$ cat config.mk
export PLATFORM = sky130hd
export DESIGN_NAME = onehot_bus_arbiter
export DESIGN_NICKNAME = d
export VERILOG_FILES = /design/src/rtl/onehot_bus_arbiter.sv
export SDC_FILE = /design/constraint.sdc
export NUM_CORES = 1
export LEC_CHECK = 0
export CORE_MARGIN = 2
export CORE_UTILIZATION = 45
export DETAILED_ROUTE_END_ITERATION = 8
export PLACE_DENSITY = 0.85
export SYNTH_ARGS = -nofsm -noshare
export SYNTH_HDL_FRONTEND = slang
export SYNTH_SLANG_ARGS = --single-unit
export TNS_END_PERCENT = 10
$ cat constraint.sdc
create_clock -name clk -period 4.5 [get_ports clk]
set_input_delay 0.9 -clock clk [delete_from_list [all_inputs] [get_ports clk]]
set_output_delay 0.9 -clock clk [all_outputs]
set_load 0.005 [all_outputs]
$ cat src/rtl/onehot_bus_arbiter.sv
// Round-robin arbiter for an 8-way one-hot bus mux with bounded tenure.
// Registers the mux output with a valid flag one cycle behind the select.
module onehot_bus_arbiter #(
   parameter int unsigned bus_size = 32,
   parameter int unsigned MAX_HOLD = 4
) (
   input  logic                clk,
   input  logic                rst_n,
   input  logic [7:0]          req,
   input  logic [bus_size-1:0] bus_in,
   output logic [7:0]          sel,
   output logic [2:0]          gnt_id,
   output logic [bus_size-1:0] bus_out,
   output logic                bus_valid
);

   localparam int unsigned HW = $clog2(MAX_HOLD + 1);

   typedef enum logic {
      IDLE  = 1'b0,
      GRANT = 1'b1
   } state_e;

   state_e              state_q, state_d;
   logic [7:0]          sel_q, sel_d;
   logic [2:0]          gnt_id_q, gnt_id_d;
   logic [2:0]          ptr_q, ptr_d;
   logic [HW-1:0]       hold_q, hold_d;
   logic [bus_size-1:0] bus_out_q;
   logic                bus_valid_q;

   logic [2:0]          pick_base;
   logic [3:0]          pick_res;
   logic                release_c;

   // Returns {found, index} of the first set request scanning from base upward.
   function automatic logic [3:0] pick_f(input logic [7:0] r, input logic [2:0] base);
      logic [3:0] res;
      logic [2:0] idx;
      res = '0;
      for (int k = 7; k >= 0; k--) begin
         idx = base + 3'(k);
         if (r[idx]) res = {1'b1, idx};
      end
      return res;
   endfunction

   always_ff @(posedge clk or negedge rst_n) begin
      if (!rst_n) begin
         state_q  <= IDLE;
         sel_q    <= '0;
         gnt_id_q <= '0;
         ptr_q    <= '0;
         hold_q   <= '0;
      end else begin
         state_q  <= state_d;
         sel_q    <= sel_d;
         gnt_id_q <= gnt_id_d;
         ptr_q    <= ptr_d;
         hold_q   <= hold_d;
      end
   end

   // Next-state: on release, re-pick starting just past the owner so it is scanned last.
   always_comb begin
      state_d   = state_q;
      sel_d     = sel_q;
      gnt_id_d  = gnt_id_q;
      ptr_d     = ptr_q;
      hold_d    = hold_q;
      release_c = 1'b0;
      pick_base = (state_q == GRANT) ? (gnt_id_q + 3'd1) : ptr_q;
      pick_res  = pick_f(req, pick_base);

      case (state_q)
         IDLE: begin
            if (pick_res[3]) begin
               state_d  = GRANT;
               sel_d    = 8'(1) << pick_res[2:0];
               gnt_id_d = pick_res[2:0];
               hold_d   = HW'(1);
            end
         end
         GRANT: begin
            release_c = !req[gnt_id_q] || (hold_q == HW'(MAX_HOLD));
            if (release_c) begin
               ptr_d = gnt_id_q + 3'd1;
               if (pick_res[3]) begin
                  sel_d    = 8'(1) << pick_res[2:0];
                  gnt_id_d = pick_res[2:0];
                  hold_d   = HW'(1);
               end else begin
                  state_d = IDLE;
                  sel_d   = '0;
                  hold_d  = '0;
               end
            end else begin
               hold_d = hold_q + HW'(1);
            end
         end
         default: begin
            state_d = IDLE;
            sel_d   = '0;
            hold_d  = '0;
         end
      endcase
   end

   // Capture the mux output while a select is active; valid tracks the select one edge later.
   always_ff @(posedge clk or negedge rst_n) begin
      if (!rst_n) begin
         bus_out_q   <= '0;
         bus_valid_q <= 1'b0;
      end else begin
         bus_valid_q <= (sel_q != 8'd0);
         if (sel_q != 8'd0) bus_out_q <= bus_in;
      end
   end

   assign sel       = sel_q;
   assign gnt_id    = gnt_id_q;
   assign bus_out   = bus_out_q;
   assign bus_valid = bus_valid_q;

endmodule
==> results.txt <==
Result of the run: complete, no violations
Floorplan core area: 0.00676 mm2
Floorplan die width: 87.5 um
Remaining number of nets flagged by the antenna check after routing: 0
Aggregate global routing overflow: 0
CP peak stage delay: 640 ps
TritonCTS clock tree: yes
Most common cell after layout, fill and taps aside: sky130_fd_sc_hd__clkdlybuf4s50_1
Clock net sink count: 51
Clock buffer depth: 2
Number of search-and-repair iterations in the first detailed-routing pass: 5
Number of maximum-capacitance violations: 0
Total routing usage reported by global routing: 0.228
Depth of the CTS H-tree: 2
RSZ-0062 raised after global routing: no
Signal arrival time at the worst endpoint: 3920 ps
Type of the worst setup path: register to register
Max stage delay cell, worst path: sky130_fd_sc_hd__ha_1
Sum Neg Setup Slack: 0 ps
Net count of the finished layout: 428
Clk_skew: 4.16 ps
Total setup violations reported at the end of the flow: 0
Total Routed Length: 8370 um
Input/output buffers: 85
Least-Margin Pin Slew: 1070 ps
Initial Utilization: 0.464
Fraction of final layout cells sized beyond drive strength 1: 0.178
Maximum net fanout on the critical path: 12
Post-Place Cell Area: 0.00407 mm2
Top FF cell, synth: sky130_fd_sc_hd__dfrtp_1
Tmin final: 3720 ps
Required arrival time at the worst endpoint: 4700 ps
Final Max Slew Viols: 0
DRC violation count after routing: 0
Total die area: 0.00766 mm2
Starting DRT DRC Count: 184
Number of synthesized register bits: 51
Diode insertion count for antenna repair: 0
HP Class: register to register
Worst-case headroom to the max-slew limit: 0.284
Pin count of the biggest net entering global routing: 52
Overall die height: 87.5 um
Fraction of registers with async set or reset after synthesis: 1.00
Number of buffers inserted by post-CTS setup repair: 0
Floorplan row count: 30
Post-synth EDFFs: 0
Average instance area after synthesis: 10.6 um2
Initial antenna violation count: 0
Synth Cell Area: 0.00314 mm2
Final cell area excluding filler cells: 0.00415 mm2
Clock insertion delay at the later pin of the skew report: 300 ps
Element type at the critical path end: register
Final hold violation count: 0
Global-route wire length before repair: 13700 um
Net count of the mapped netlist: 343
Clock transition at path regs: 80 ps
Via count: 2843
Warnings, synthesis: 0
Placed cell count: 455
Via density per instance: 6.14
CTS hold repair buffers: 0
Number of buffers added by the clock tree synthesis step: 5
Top achievable clock speed: 269 MHz
Unique cell type count in the Yosys netlist: 62
Ordered cell list for the critical path: ha_1 -> mux2i_2 -> inv_2 -> ha_1 -> mux4_2 -> a22o_1 -> a21oi_1 -> o221a_1 -> a21oi_1 -> o31ai_1
Post-route clock period utilization: 0.827
Clock Tree Root: sky130_fd_sc_hd__clkbuf_8
Routed length per placed instance: 18.1 um
Element type at the critical path start: register
Number of global-route vias before repair: 2749
Post-cts repair resize count: 0
Layout area overhead: 32.3%
Post-detailed-placement half-perimeter wirelength: 6550 um
I/O pin count: 86
Final standard cell count with taps included and fillers excluded: 463
Post-Synthesis Cells: 297
Routability cong.: 1.03
Part of the Yosys area used for sequential elements: 0.407
Most frequent cells in the layout: 84 x sky130_fd_sc_hd__clkdlybuf4s50_1, 51 x sky130_fd_sc_hd__dfrtp_1, 36 x sky130_fd_sc_hd__mux2_2
sequential cells by signal, indices dropped and copies added (netlist names):
signal,cells
bus_valid,1
gnt_id,3
ptr_q,3
hold_q,3
state_q,1
sel,8
bus_out,32
through the flow:
step / setup slack [ps] / utilization / hold WS (ps)
6_report: 779 / 0.614 / 501
3_3_place_gp: 873 / 0.602 / 480
2_1_floorplan: 865 / - / 451
5_1_grt: 583 / 0.614 / 509
4_1_cts: 822 / 0.614 / 497
3_5_place_dp: 846 / 0.602 / 492
cells in the mapped netlist (5+ instances only):
library cell                n  share of area
sky130_fd_sc_hd__mux2i_1   10          0.032
sky130_fd_sc_hd__dfrtp_1   51           0.41
sky130_fd_sc_hd__nand3_1   14          0.022
sky130_fd_sc_hd__o211ai_1   5          0.012
sky130_fd_sc_hd__o21ai_0   14          0.022
sky130_fd_sc_hd__o31ai_1    5          0.012
sky130_fd_sc_hd__mux2_2    36           0.13
sky130_fd_sc_hd__and3_1     7          0.014
sky130_fd_sc_hd__nand2_1   29          0.035
sky130_fd_sc_hd__nor2_1     7         0.0084
sky130_fd_sc_hd__nor3_1     7          0.011
sky130_fd_sc_hd__a21oi_1   14          0.022
sky130_fd_sc_hd__mux4_2     5          0.036
sky130_fd_sc_hd__buf_1      5         0.0060
worst paths after layout:
| kind | end | slack [ps] | depth (start not counted) | from |
|---|---|---|---|---|
| max | sel[7]$_DFFE_PN0P_ | 780 | 10 | gnt_id[0]$_DFFE_PN0P_ |
| min | hold_q[2]$_DFFE_PN0P_ | 500 | 1 | hold_q[2]$_DFFE_PN0P_ |
| max reg2reg | sel[7]$_DFFE_PN0P_ | 780 | 10 | gnt_id[0]$_DFFE_PN0P_ |
| min reg2reg | hold_q[2]$_DFFE_PN0P_ | 500 | 1 | hold_q[2]$_DFFE_PN0P_ |
| max in group asynchronous | sel[4]$_DFFE_PN0P_ | 3040 | 1 | rst_n |
| min in group asynchronous | bus_out[1]$_DFFE_PN0P_ | 800 | 1 | rst_n |
kinds of logic after synthesis:
logic type | after synthesis | share of synthesized area
buf+inv | 16 | 0.0215
fa+ha+maj | 4 | 0.0159
simple gates | 86 | 0.142
flops | 51 | 0.407
compound gates | 80 | 0.184
mux | 53 | 0.206
xor+xnor | 7 | 0.0243
per-layer routing:
layer  global-route usage  up-vias  part of all wire  wire [um]
met5                    0        -                 0          0
met1                0.282     1324              0.41       3420
met4                0.105        0             0.036        303
met3               0.0436       28             0.093        782
met2                0.385      182              0.46       3860
li1                     -     1309                 -          -
area by class of cell:
class                   count  area [um2]
clock buffers               6        72.6
clock inverters             2        12.5
fillers                   536        2610
inverters                   5        18.8
multi-input cells         230        1790
flip-flops and latches     51        1280
well taps                  80         100
repair buffers             89         876
critical path, delay by kind of cell (launching register included):
kind,cells,cell delay (ps)
AO/OA/AOI/OAI,5,1040
adder cells (fa/ha/maj),2,1070
buffers and inverters,1,160
flip-flops,1,510
multiplexers,2,830
Power is left out: the tool's default activity adds up to more than one toggle a clock period on the data nets, which glitch-free logic cannot reach.
